## config.mk

```make
export PLATFORM = sky130hd
export DESIGN_NAME = uart_tx_core
export DESIGN_NICKNAME = d
export VERILOG_FILES = /design/src/rtl/uart_tx_core.sv
export SDC_FILE = /design/constraint.sdc
export NUM_CORES = 1
export LEC_CHECK = 0
export ABC_AREA = 1
export BUFFER_PORTS_ARGS = -buffer_cell sky130_fd_sc_hd__buf_2
export CORE_MARGIN = 1.5
export CORE_UTILIZATION = 38
export DETAILED_ROUTE_END_ITERATION = 16
export GPL_TIMING_DRIVEN = 0
export PLACE_DENSITY = 0.62
export SLEW_MARGIN = 20
export SYNTH_ARGS = -nofsm -noshare
export SYNTH_HDL_FRONTEND = slang
export SYNTH_SLANG_ARGS = --single-unit
```

## constraint.sdc

```tcl
create_clock -name clk -period 2 [get_ports clk]
set_input_delay 0.1 -clock clk [delete_from_list [all_inputs] [get_ports clk]]
set_output_delay 0.1 -clock clk [all_outputs]
set_load 0.005 [all_outputs]
```

## src/rtl/uart_tx_core.sv

```systemverilog
// ---------------------------------------------------------------------------
// uart_tx_core
//    8N1 UART transmitter with an integrated baud-rate generator.
//    A one-cycle `en` while idle captures `data_in` and sends a frame on `tx`:
//    one start bit (0), eight data bits LSB first, one stop bit (1).
//    Every bit lasts DIV = CLK_FREQ / BAUD clock cycles.
//
// Parameters
//    CLK_FREQ  system clock frequency in Hz
//    BAUD      serial bit rate in bits/s
//
// Ports
//    clk        in   system clock, all logic on the rising edge
//    rst        in   synchronous active-high reset, abandons any frame
//    en         in   transmit request, acted on only while idle
//    data_in    in   byte captured on the accepting edge
//    tx         out  serial line, idles high (registered)
//    busy       out  high from the accepting edge to the end of the stop bit
//    baud_tick  out  one-cycle pulse in the last cycle of each bit (registered)
// ---------------------------------------------------------------------------
module uart_tx_core #(
   parameter int CLK_FREQ = 50_000_000,
   parameter int BAUD     = 9600
) (
   input  logic       clk,
   input  logic       rst,
   input  logic       en,
   input  logic [7:0] data_in,
   output logic       tx,
   output logic       busy,
   output logic       baud_tick
);

   localparam int DIV   = CLK_FREQ / BAUD;
   localparam int CNT_W = (DIV > 1) ? $clog2(DIV) : 1;
   localparam logic [CNT_W-1:0] CNT_LAST = CNT_W'(DIV - 1);
   localparam logic [CNT_W-1:0] CNT_ZERO = {CNT_W{1'b0}};
   localparam logic [CNT_W-1:0] CNT_ONE  = CNT_W'(1);

   // A divider below 2 would make every bit a single tick and break the
   // "counter cleared on accept" timing, so refuse to build.
   if (DIV < 2) begin : g_bad_div
      $error("uart_tx_core: CLK_FREQ / BAUD must be at least 2");
   end

   typedef enum logic [1:0] {
      ST_IDLE  = 2'd0,
      ST_START = 2'd1,
      ST_DATA  = 2'd2,
      ST_STOP  = 2'd3
   } state_t;

   state_t           state_q, state_d;
   logic [CNT_W-1:0] cnt_q,   cnt_d;
   logic [7:0]       shift_q, shift_d;
   logic [2:0]       idx_q,   idx_d;
   logic             tx_q,    tx_d;
   logic             busy_q,  busy_d;
   logic             tick_q,  tick_d;

   // Baud counter: parked at zero while idle so the start bit, which begins
   // at the accepting edge, lasts exactly DIV cycles.
   always_comb begin
      cnt_d = cnt_q;
      if (state_q == ST_IDLE) begin
         cnt_d = CNT_ZERO;
      end else if (cnt_q == CNT_LAST) begin
         cnt_d = CNT_ZERO;
      end else begin
         cnt_d = cnt_q + CNT_ONE;
      end
   end

   // Frame sequencer: next state, shift register, bit index and line level.
   // The registered tick marks the last cycle of a bit, so every transition
   // below happens on the first edge of the following bit.
   always_comb begin
      state_d = state_q;
      shift_d = shift_q;
      idx_d   = idx_q;
      tx_d    = tx_q;
      busy_d  = busy_q;
      case (state_q)
         ST_IDLE: begin
            tx_d   = 1'b1;
            busy_d = 1'b0;
            if (en) begin
               shift_d = data_in;
               tx_d    = 1'b0;
               busy_d  = 1'b1;
               state_d = ST_START;
            end else begin
               state_d = ST_IDLE;
            end
         end
         ST_START: begin
            if (tick_q) begin
               tx_d    = shift_q[0];
               idx_d   = 3'd0;
               state_d = ST_DATA;
            end else begin
               state_d = ST_START;
            end
         end
         ST_DATA: begin
            if (tick_q) begin
               if (idx_q != 3'd7) begin
                  // Shift first, then present the new LSB as the next bit.
                  shift_d = {1'b0, shift_q[7:1]};
                  tx_d    = shift_q[1];
                  idx_d   = idx_q + 3'd1;
                  state_d = ST_DATA;
               end else begin
                  tx_d    = 1'b1;
                  state_d = ST_STOP;
               end
            end else begin
               state_d = ST_DATA;
            end
         end
         ST_STOP: begin
            tx_d = 1'b1;
            if (tick_q) begin
               // en is not looked at here, which gives the one idle cycle
               // between back-to-back frames.
               busy_d  = 1'b0;
               state_d = ST_IDLE;
            end else begin
               state_d = ST_STOP;
            end
         end
         default: begin
            tx_d    = 1'b1;
            busy_d  = 1'b0;
            idx_d   = 3'd0;
            state_d = ST_IDLE;
         end
      endcase
   end

   // Tick is registered alongside the counter: it is high in the cycle
   // after an edge that loads the counter with its last value.
   always_comb begin
      tick_d = 1'b0;
      if ((state_d != ST_IDLE) && (cnt_d == CNT_LAST)) begin
         tick_d = 1'b1;
      end else begin
         tick_d = 1'b0;
      end
   end

   // State and output registers with synchronous reset.
   always_ff @(posedge clk) begin
      if (rst) begin
         state_q <= ST_IDLE;
         cnt_q   <= CNT_ZERO;
         shift_q <= 8'h00;
         idx_q   <= 3'd0;
         tx_q    <= 1'b1;
         busy_q  <= 1'b0;
         tick_q  <= 1'b0;
      end else begin
         state_q <= state_d;
         cnt_q   <= cnt_d;
         shift_q <= shift_d;
         idx_q   <= idx_d;
         tx_q    <= tx_d;
         busy_q  <= busy_d;
         tick_q  <= tick_d;
      end
   end

   assign tx        = tx_q;
   assign busy      = busy_q;
   assign baud_tick = tick_q;

endmodule

```

==> results.rst, run 1 <==
.. list-table::
   :header-rows: 1

   * - Metric
     - Value
   * - Result of the run
     - finished clean
   * - Static power due to leakage
     - 0.747 nW
   * - Total of warnings raised by yosys
     - 0
   * - First-pass GRT wire length
     - 5540 um
   * - Non-Filler Cell Area, Final
     - 1780 um^2
   * - Std-Cell Core Area
     - 3970 um^2
   * - Number of nets still failing antenna checks after routing
     - 0
   * - Aggregate global routing overflow
     - 0
   * - Initial antenna violation count
     - 0
   * - Startpoint kind of the worst setup timing path
     - flip-flop
   * - CTS root buffer
     - clkbuf_8
   * - Maximum clock rate
     - 0.632 GHz
   * - Sum of routed wire length over all layers
     - 3240 um
   * - Number of H-tree levels
     - 2
   * - Maximum vdd drop
     - 0.000573 V
   * - Net count of the mapped netlist
     - 248
   * - Data required, critical path
     - 2.19 ns
   * - DRC violation total after the first TritonRoute iteration
     - 71
   * - Area leader, netlist
     - dfxtp_1
   * - Weighted congestion at the end of routability-driven global placement
     - 0.859
   * - Final Critical Period
     - 1.58 ns
   * - Total count of max-transition violations in the final report
     - 0
   * - Min-delay worst type
     - input pin to flip-flop
   * - Final setup viols
     - 0
   * - Die ar.
     - 4490 um^2
   * - Layout overhead on the synthesized area
     - 14.1%
   * - Initial cell density of the core
     - 0.392
   * - Transition time at the pin with the least slew margin
     - 0.424 ns
   * - Crit path kind
     - flip-flop to flip-flop
   * - Number of standard cells after synthesis
     - 234
   * - Port-buffer cells
     - 13
   * - Synth Area per Inst
     - 6.65 um^2
   * - Number of global-route vias before repair
     - 1,255
   * - Detailed-route vias per instance
     - 4.78
   * - Sequential power share
     - 0.507
   * - Final Hold Violating Endpoints
     - 0
   * - Buffers inserted during post-CTS setup optimization
     - 0
   * - Row cnt
     - 23
   * - Number of detailed-routing iterations run before antenna repair
     - 4
   * - Critical Path End Type
     - flip-flop
   * - Switching component of the power
     - 317 uW
   * - Unique masters post-synth
     - 27
   * - TritonCTS clock tree
     - yes
   * - CTS Hold Bufs
     - 0
   * - Maximum number of pins on one net before global-route repair
     - 12
   * - Switching part of the total
     - 0.265
   * - Maximum number of buffers from clock root to sink
     - 2
   * - Ratio of total power to cell area
     - 673 nW/um^2
   * - Internal cell power
     - 878 uW
   * - Clock share of power
     - 0.416
   * - Tightest slew margin relative to the limit
     - 0.717
   * - Period Utilization, post-route
     - 0.792
   * - Top fanout value on the critical path
     - 10
   * - Post-synthesis instance area
     - 1560 um^2
   * - Commonest cells after routing, fill and taps aside
     - 51 x nand2_1, 35 x nor2_1, 29 x dfxtp_1, 28 x inv_1, 15 x o21ai_0
   * - Antenna Diode Count
     - 0
   * - Clock transition at the register clock pins on the worst setup and hold paths after CTS
     - 0.07 ns
   * - Worst Path Arrival
     - 1.78 ns
   * - Total number of vias
     - 1,457
   * - Fraction of final layout cells with drive strength greater than 1
     - 0.192
   * - Post-Route Setup TNS
     - 0 ns
   * - Insertion delay to the later sink of the worst-skew pair
     - 0.29 ns
   * - Post-Route Skew
     - 0.00767 ns
   * - Yosys reg bits
     - 29
   * - Final Instance Count excl. Fillers
     - 305
   * - # resized after CTS
     - 0
   * - RSZ-0062 raised after global routing
     - false
   * - Sequential fraction of the synthesis area
     - 0.373
   * - Synth top area cells
     - dfxtp_1 37%, nand2_1 12%, nor2_1 8.4%
   * - Power Total
     - 1.19 mW
   * - Horizontal extent of the die
     - 67 um
   * - Fraction of synthesized cell area taken by the top area cell type
     - 0.373
   * - Logic pwr share
     - 0.076
   * - Post-Place Cell Area
     - 1680 um^2
   * - DRC
     - 0
   * - Post-DP HPWL
     - 2500 um
   * - Top-Level Pins
     - 14
   * - Cell Count Post-Placement
     - 297
   * - Number of nets in the finished design
     - 268
   * - Post-route core utilization
     - 0.447
   * - Detailed-route wire length per cell
     - 10.6 um
   * - Vertical die dimension
     - 67 um
   * - Most common cell after layout, fill and taps aside
     - nand2_1
   * - Global Route Usage Sum
     - 0.167
   * - Number of maximum-capacitance constraint violations
     - 0
   * - Clock buffers created by TritonCTS
     - 5
   * - Number of clock sinks
     - 29
metrics by stage:
step	hold slack, ns	setup WS [ns]
3_5_place_dp	0.327	0.414
4_1_cts	0.0105	0.407
2_1_floorplan	0.179	0.572
6_report	0.0150	0.417
5_1_grt	0.00416	0.237
3_3_place_gp	0.328	0.420
path summary, 6_finish.rpt:
kind	start	endpoint	slack, ns	cells after the start
max	idx_q[0]	shift_q[4]	0.42	9
min	rst	busy	0.01	2
max reg2reg	idx_q[0]	shift_q[4]	0.42	9
min reg2reg	shift_q[5]	shift_q[5]	0.45	2
cell type report:
| type | instances | area (um^2) |
|---|---|---|
| fillers | 438 | 2200 |
| multi-input cells | 166 | 815 |
| flip-flops and latches | 29 | 581 |
| inverters | 34 | 130 |
| clock buffers | 5 | 68.8 |
| repair buffers | 13 | 65.1 |
| well taps | 50 | 62.6 |
| plain buffers | 5 | 31.3 |
| clock inverters | 3 | 22.5 |
layer usage:
layer,global-route usage,part of all wire,up-vias
li1,-,-,783
met1,0.216,0.51,648
met2,0.248,0.44,22
met3,0.0608,0.037,4
met4,0.0689,0.016,0
met5,0,0,-
critical path, stage by stage, from the launching register on:
cell and delay (ns):
dfxtp_1 0.33, ha_1 0.20, ha_1 0.17, inv_1 0.11, nand2_1 0.08, o21ai_1 0.10, o21ai_2 0.12, buf_4 0.19
o21ai_1 0.13, a21oi_1 0.05
synthesized netlist by cell type:
master / count
a21oi_1: 12
a22oi_1: 2
buf_2: 1
buf_4: 1
buf_6: 1
clkbuf_1: 2
dfxtp_1: 29
ha_1: 3
inv_1: 28
inv_2: 5
inv_4: 1
nand2_1: 51
nand2_2: 6
nand3_1: 14
nand3_2: 4
nand3b_1: 1
nand4_1: 4
nor2_1: 35
nor2_2: 6
nor2_4: 1
nor3_1: 4
o211ai_1: 1
o21ai_0: 15
o21ai_1: 3
o21ai_2: 2
o22ai_1: 1
xnor2_1: 1
power groups by stage:
| stage | Sequential (mW) | Clock [mW] | Combinational (mW) |
|---|---|---|---|
| final | 0.606 | 0.498 | 0.0914 |
| after global routing | 0.608 | 0.541 | 0.105 |
| after CTS | 0.606 | 0.508 | 0.0928 |
| after detailed placement | 0.619 | 0 | 0.0928 |
| after global placement | 0.619 | 0 | 0.0923 |
| after floorplan | 0.618 | 0 | 0.0636 |
flip-flops by register name, indices dropped and copies added (netlist names):
signal     cells
cnt_q         13
busy           1
shift_q        8
idx_q          3
state_q        2
baud_tick      1
tx             1
kinds of logic (layout without fill, tap and decap cells):
logic type | after synthesis | after routing | synth area share
XOR/XNOR | 1 | 1 | 0.00563
adder cells (fa/ha/maj) | 3 | 3 | 0.0241
AO/OA/AOI/OAI | 36 | 36 | 0.126
buffers and inverters | 39 | 60 | 0.104
AND/OR/NAND/NOR | 126 | 126 | 0.367
flip-flops | 29 | 29 | 0.373
(Power assumes the default switching activity.)
==> inputs of run 2 (changes only) <==
--- a/config.mk
+++ b/config.mk
@@ -11,7 +11,7 @@
 export CORE_UTILIZATION = 38
 export DETAILED_ROUTE_END_ITERATION = 16
 export GPL_TIMING_DRIVEN = 0
-export PLACE_DENSITY = 0.62
+export PLACE_DENSITY = 0.64
 export SLEW_MARGIN = 20
 export SYNTH_ARGS = -nofsm -noshare
 export SYNTH_HDL_FRONTEND = slang
==> constraint.sdc (replaced) <==
create_clock -name clk -period 1.3 [get_ports clk]
set_input_delay 0.065 -clock clk [delete_from_list [all_inputs] [get_ports clk]]
set_output_delay 0.065 -clock clk [all_outputs]
set_load 0.005 [all_outputs]
==> run 2 against run 1 <==
The flow now finishes with violations (negative setup slack). Sequential power is 53% higher. Sequential share of layout area is 2.7 points lower. Setup slack worse by 0.46 ns. First-iteration DRC count is 27% higher. Combinational power is 100% higher. Hold slack better by 0.048 ns. Highest routed layer unchanged. Maximum frequency is 18% higher.
==> results.rst, run 2 (same netlist as run 1, synthesis figures left out) <==
.. list-table::
   :header-rows: 1

   * - Metric
     - Value
   * - Post-DP HPWL
     - 2470 um (-1.2%)
   * - Horizontal extent of the die
     - 67 um (unchanged)
   * - Top-Level Pins
     - 14 (unchanged)
   * - First-pass GRT wire length
     - 5820 um (+5.1%)
   * - CTS root buffer
     - clkbuf_8
   * - Result of the run
     - finished, violations left
   * - Fraction of final layout cells with drive strength greater than 1
     - 0.310 (+0.118)
   * - RSZ-0062 raised after global routing
     - true
   * - Number of flip-flops in the largest register
     - 13 (unchanged)
   * - Total count of max-transition violations in the final report
     - 0 (unchanged)
   * - Clock buffers created by TritonCTS
     - 5 (unchanged)
   * - Clock transition at the register clock pins on the worst setup and hold paths after CTS
     - 0.07 ns (about the same)
   * - Layout overhead on the synthesized area
     - 28.9%
   * - Number of nets still failing antenna checks after routing
     - 0 (unchanged)
   * - DRC violation total after the first TritonRoute iteration
     - 90 (+27%)
   * - Final Instance Count excl. Fillers
     - 311 (+2.0%)
   * - Post-Route Skew
     - 0.00693 ns (-0.000742 ns)
   * - Weighted congestion at the end of routability-driven global placement
     - 0.892 (+3.9%)
   * - Period Utilization, post-route
     - 1.04 (+0.244)
   * - Transition time at the pin with the least slew margin
     - 0.568 ns (+0.144 ns)
   * - Violated checks
     - negative setup slack
   * - Commonest cells after routing, fill and taps aside
     - 49 x nand2_1, 33 x nor2_1, 25 x inv_1, 18 x dfxtp_1, 13 x buf_2
   * - Ratio of total power to cell area
     - 1040 nW/um^2 (+55%)
   * - Maximum vdd drop
     - 0.000658 V (+15%)
   * - Crit path kind
     - flip-flop to flip-flop
   * - Power Total
     - 2.09 mW (+75%)
   * - Number of H-tree levels
     - 2 (unchanged)
   * - Maximum number of buffers from clock root to sink
     - 2 (unchanged)
   * - TritonCTS clock tree
     - yes
   * - Least setup slack across all paths after layout
     - -0.0458 ns (-0.463 ns)
   * - Detailed-route vias per instance
     - 4.81 (+0.70%)
   * - Final setup viols
     - 5 (+5)
   * - Cells on worst reg2reg path
     - 9 (unchanged)
   * - Sum of routed wire length over all layers
     - 3480 um (+7.6%)
   * - Number of clock sinks
     - 29 (unchanged)
   * - Final Hold Violating Endpoints
     - 0 (unchanged)
   * - Static power due to leakage
     - 0.810 nW (+8.4%)
   * - Std-Cell Core Area
     - 3970 um^2 (unchanged)
   * - Tightest slew margin relative to the limit
     - 0.621 (-0.0960)
   * - Die ar.
     - 4490 um^2 (unchanged)
   * - Maximum number of pins on one net before global-route repair
     - 11 (-1)
   * - Top fanout value on the critical path
     - 7 (-3)
   * - Critical Path End Type
     - flip-flop
   * - Total number of vias
     - 1,496 (+2.7%)
   * - Detailed-route wire length per cell
     - 11.2 um (+5.5%)
   * - Data required, critical path
     - 1.48 ns (-0.71 ns)
   * - Aggregate global routing overflow
     - 0 (unchanged)
   * - Startpoint kind of the worst setup timing path
     - flip-flop
   * - Cell Count Post-Placement
     - 297 (unchanged)
   * - Register containing the most flip-flops in the final layout
     - cnt_q
   * - Vertical die dimension
     - 67 um (unchanged)
   * - Port-buffer cells
     - 13 (unchanged)
   * - Row cnt
     - 23 (unchanged)
   * - Final Critical Period
     - 1.35 ns (-0.237 ns)
   * - Antenna Diode Count
     - 0 (unchanged)
   * - Initial cell density of the core
     - 0.392 (unchanged)
   * - Number of detailed-routing iterations run before antenna repair
     - 4 (unchanged)
   * - Maximum clock rate
     - 0.743 GHz (+18%)
   * - Worst Path Arrival
     - 1.53 ns (-0.25 ns)
   * - Cells on Worst Hold Path
     - 3 (+1)
   * - Number of nets in the finished design
     - 274 (+2.2%)
   * - Number of maximum-capacitance constraint violations
     - 0 (unchanged)
   * - Min-delay worst type
     - input pin to flip-flop
   * - Regs by FF count
     - cnt_q: 13 flops, shift_q: 8 flops, idx_q: 3 flops
   * - Global Route Usage Sum
     - 0.176 (+0.00909)
   * - Number of global-route vias before repair
     - 1,374 (+9.5%)
   * - Insertion delay to the later sink of the worst-skew pair
     - 0.29 ns (about the same)
   * - DRC
     - 0 (unchanged)
   * - Initial antenna violation count
     - 0 (unchanged)
   * - Most common cell after layout, fill and taps aside
     - nand2_1
[run 2: critical path, cell delays in order, from the launching register on]
cell	delay [ns]
dfxtp_2	0.33
ha_4	0.16
ha_4	0.15
inv_4	0.08
nand2_4	0.06
o21ai_4	0.06
o21ai_4	0.10
buf_6	0.14
o21ai_2	0.10
a21oi_1	0.05
[run 2: final timing paths]
kind | startpoint | end | slack [ns]
setup / recovery | idx_q[0] | shift_q[3] | -0.05
hold / removal | data_in[7] | shift_q[7] | 0.06
setup reg to reg | idx_q[0] | shift_q[3] | -0.05
hold reg to reg | shift_q[7] | shift_q[7] | 0.46
[run 2: final cells by class]
class / count / area [um^2]
Fill cell: 403 / 1970
Multi-Input combinational cell: 166 / 933
Sequential cell: 29 / 602
Inverter: 34 / 138
Timing Repair Buffer: 19 / 116
Clock buffer: 7 / 86.3
Tap cell: 50 / 62.6
Buffer: 5 / 37.5
Clock inverter: 1 / 30.0
[run 2: through the flow]
step	hold WS (ns)	TNS [ns]	utilization	setup WS (ns)	instance area, um^2
after floorplan	0.144	0	-	0.00578	1600
after global placement	0.268	-1.62	0.435	-0.165	1730
after detailed placement	0.273	-1.60	0.435	-0.159	1730
after CTS	0.0547	-0.292	0.482	-0.0631	1910
after global routing	0.0748	-1.15	0.505	-0.140	2010
final	0.0630	-0.148	0.505	-0.0458	2010
[run 2: what timing repair did]
item | CTS | global route
gates resized for setup | 14 | 30
setup buffers | 2 | 2
cloned | 1 | 0
hold buffers | 1 | 0
endpoints found under the setup margin | 18 | 18
hold endpoints to repair | 1 | 0
pin swaps | 7 | 5
[run 2: routing by layer]
| metal | wire length (um) | track usage | vias to the layer above | share of wire |
|---|---|---|---|---|
| li1 | - | - | 796 | - |
| met1 | 1630 | 0.201 | 667 | 0.47 |
| met2 | 1630 | 0.293 | 29 | 0.47 |
| met3 | 169 | 0.0676 | 4 | 0.049 |
| met4 | 51 | 0.0689 | 0 | 0.015 |
| met5 | 0 | 0 | - | 0 |
[run 2: power by group]
group,internal [mW],switching [mW]
clock,0.624,0.355
combinational,0.0811,0.104
sequential,0.915,0.0146
==> inputs of run 3 (changes only) <==
--- a/config.mk
+++ b/config.mk
@@ -8,10 +8,10 @@
 export ABC_AREA = 1
 export BUFFER_PORTS_ARGS = -buffer_cell sky130_fd_sc_hd__buf_2
 export CORE_MARGIN = 1.5
-export CORE_UTILIZATION = 38
+export CORE_UTILIZATION = 30
 export DETAILED_ROUTE_END_ITERATION = 16
 export GPL_TIMING_DRIVEN = 0
-export PLACE_DENSITY = 0.64
+export PLACE_DENSITY = 0.55
 export SLEW_MARGIN = 20
 export SYNTH_ARGS = -nofsm -noshare
 export SYNTH_HDL_FRONTEND = slang
==> run 3 against run 2 <==
Count of clock-buffer cells in the layout unchanged. The run still ends with negative setup slack left. Critical endpoint unchanged. Sequential cell count did not move. Global-route usage decreased by 2.9 points. Hold slack worse by 0.0022 ns. Largest power group is now sequential cells.
==> results.rst, run 3 (same netlist as run 1, synthesis figures left out) <==
.. list-table::
   :header-rows: 1

   * - Metric
     - Value
   * - Post-Place Cell Area
     - 1750 um^2 (+1.4%)
   * - Detailed-route wire length per cell
     - 10.7 um (-4.7%)
   * - Startpoint kind of the worst setup timing path
     - flip-flop
   * - Static power due to leakage
     - 0.810 nW (about the same)
   * - Post-Route Skew
     - 0.00309 ns (-0.00383 ns)
   * - Number of clock sinks
     - 29 (unchanged)
   * - Sequential cell area in the final layout
     - 597 um^2 (-0.83%)
   * - Combined area of the multi-input logic cells
     - 940 um^2 (+0.67%)
   * - TritonCTS clock tree
     - yes
   * - Transition time at the pin with the least slew margin
     - 0.556 ns (-0.0130 ns)
   * - Total count of max-transition violations in the final report
     - 0 (unchanged)
   * - Initial antenna violation count
     - 0 (unchanged)
   * - Number of detailed-routing iterations run before antenna repair
     - 4 (unchanged)
   * - Commonest cells after routing, fill and taps aside
     - 48 x nand2_1, 33 x nor2_1, 26 x inv_1, 18 x dfxtp_1
   * - Weighted congestion at the end of routability-driven global placement
     - 0.790 (-11%)
   * - Final Hold Violating Endpoints
     - 0 (unchanged)
   * - Layout overhead on the synthesized area
     - 28.2%
   * - Non-Filler Cell Area, Final
     - 2000 um^2 (-0.50%)
   * - Aggregate global routing overflow
     - 0 (unchanged)
   * - Antenna Diode Count
     - 0 (unchanged)
   * - Startpoint of the lowest-slack hold path
     - data_in[7]
   * - Timing startpoint of the critical path
     - idx_q[1]
   * - Regs by FF count
     - cnt_q: 13 flops, shift_q: 8 flops, idx_q: 3 flops
   * - Insertion delay to the later sink of the worst-skew pair
     - 0.28 ns (about the same)
   * - Filler cell count in the final layout
     - 536 (+33%)
   * - Cell Count Post-Placement
     - 317 (+6.7%)
   * - Reg-to-reg critical path endpoint
     - shift_q[3]
   * - Least setup slack across all paths after layout
     - -0.0524 ns (-0.00665 ns)
   * - Min-delay worst type
     - input pin to flip-flop
   * - Global Route Usage Sum
     - 0.147 (-0.0293)
   * - Total number of vias
     - 1,465 (-2.1%)
   * - Number of global-route vias before repair
     - 1,450 (+5.5%)
   * - Power Total
     - 1.85 mW (-11%)
   * - Post-Route Setup TNS
     - -0.173 ns (-0.0249 ns)
   * - Top fanout value on the critical path
     - 7 (unchanged)
   * - Critical path destination
     - shift_q[3]
   * - Register containing the most flip-flops in the final layout
     - cnt_q
   * - Post-DP HPWL
     - 2540 um (+3.2%)
   * - Vertical die dimension
     - 75.0 um (+12%)
   * - Number of maximum-capacitance constraint violations
     - 0 (unchanged)
   * - CTS root buffer
     - clkbuf_8
   * - Number of nets still failing antenna checks after routing
     - 0 (unchanged)
   * - Final Instance Count excl. Fillers
     - 330 (+6.1%)
   * - Number of nets in the finished design
     - 274 (unchanged)
   * - Horizontal extent of the die
     - 75.0 um (+12%)
   * - Cells on worst reg2reg path
     - 9 (unchanged)
   * - Violated checks
     - negative setup slack
   * - DRC
     - 0 (unchanged)
   * - Detailed-route vias per instance
     - 4.44 (-7.7%)
   * - Worst reg-to-reg setup slack
     - -0.05 ns (about the same)
   * - Port-buffer cells
     - 13 (unchanged)
   * - Number of H-tree levels
     - 2 (unchanged)
   * - Clock buffers created by TritonCTS
     - 5 (unchanged)
   * - Sum of routed wire length over all layers
     - 3520 um (+1.1%)
   * - Die ar.
     - 5630 um^2 (+25%)
   * - Most common cell after layout, fill and taps aside
     - nand2_1
   * - Maximum number of buffers from clock root to sink
     - 2 (unchanged)
   * - Clock transition at the register clock pins on the worst setup and hold paths after CTS
     - 0.06 ns (about the same)
   * - Std-Cell Core Area
     - 5040 um^2 (+27%)
   * - Fraction of final layout cells with drive strength greater than 1
     - 0.312 (+0.00119)
   * - Number of flip-flops in the largest register
     - 13 (unchanged)
   * - Row cnt
     - 26 (+13%)
   * - Final hold slack
     - 0.0609 ns (-0.00218 ns)
   * - Period Utilization, post-route
     - 1.04 (+0.00511)
   * - Maximum clock rate
     - 0.739 GHz (-0.49%)
   * - DRC violation total after the first TritonRoute iteration
     - 51 (-43%)
   * - Top-Level Pins
     - 14 (unchanged)
   * - Maximum number of pins on one net before global-route repair
     - 11 (unchanged)
   * - Worst Path Arrival
     - 1.53 ns (about the same)
   * - Tightest slew margin relative to the limit
     - 0.630 (+0.00864)
   * - First-pass GRT wire length
     - 6160 um (+5.8%)
   * - Critical Path End Type
     - flip-flop
   * - Data required, critical path
     - 1.47 ns (about the same)
   * - Maximum vdd drop
     - 0.000518 V (-21%)
   * - Initial cell density of the core
     - 0.309 (-0.0832)
   * - Crit path kind
     - flip-flop to flip-flop
   * - RSZ-0062 raised after global routing
     - true
   * - Ratio of total power to cell area
     - 929 nW/um^2 (-11%)
   * - Final Critical Period
     - 1.35 ns (+0.00665 ns)
   * - Reg2reg start
     - idx_q[1]
   * - Final setup viols
     - 8 (+3)
   * - Result of the run
     - finished, violations left
[run 3: cell count changes in the layout (fill, tap and decap cells not counted), sizes merged]
cell,before,now
bufinv,1,0
[run 3: repair_timing]
item,CTS,global route
endpoints found under the setup margin,22,23
pin swaps,3,6
gates resized for setup,14,23
hold buffers,1,0
cloned,1,0
buffers inserted,2,2
hold endpoints to repair,1,0
[run 3: cell type report]
| type | count | share of cell area |
|---|---|---|
| clock buffers | 7 | 0.0433 |
| repair buffers | 19 | 0.0564 |
| flip-flops and latches | 29 | 0.299 |
| multi-input cells | 166 | 0.471 |
| inverters | 34 | 0.0677 |
| well taps | 70 | 0.0439 |
| plain buffers | 5 | 0.0188 |
[run 3: worst min path at each step]
stage,endpoint,slack [ns],cells after the start
after CTS,shift_q[7],0.04,3
after floorplan,busy,0.14,1
after global routing,shift_q[7],0.06,3
final,shift_q[7],0.06,3
after detailed placement,busy,0.27,2
after global placement,busy,0.27,2
[run 3: worst max-delay path: stages, from the launching register on]
cell	delay, ns
dfxtp_2	0.34
ha_4	0.16
ha_4	0.15
inv_4	0.07
nand2_4	0.06
o21ai_4	0.07
o21ai_4	0.10
buf_6	0.14
o21ai_2	0.10
a21oi_1	0.05
[run 3: routing by layer]
metal | part of all wire | up-vias | global-route usage | wire [um]
met2 | 0.46 | 24 | 0.249 | 1630
met4 | 0.025 | 0 | 0.0667 | 87
met1 | 0.47 | 636 | 0.164 | 1650
met3 | 0.044 | 10 | 0.0535 | 154
met5 | 0 | - | 0 | 0
li1 | - | 795 | - | -
[run 3: power breakdown]
| group | internal, mW | total (mW) | switching, mW |
|---|---|---|---|
| sequential | 0.918 | 0.934 | 0.0154 |
| clock | 0.419 | 0.752 | 0.333 |
| combinational | 0.0718 | 0.169 | 0.0976 |
| total | 1.41 | 1.85 | 0.446 |
[run 3: stage by stage]
step | utilization | worst slack [ns]
final | 0.396 | -0.0524
after CTS | 0.380 | -0.0779
after global routing | 0.396 | -0.122
after detailed placement | 0.347 | -0.197
after global placement | 0.347 | -0.193
after floorplan | - | 0.00578
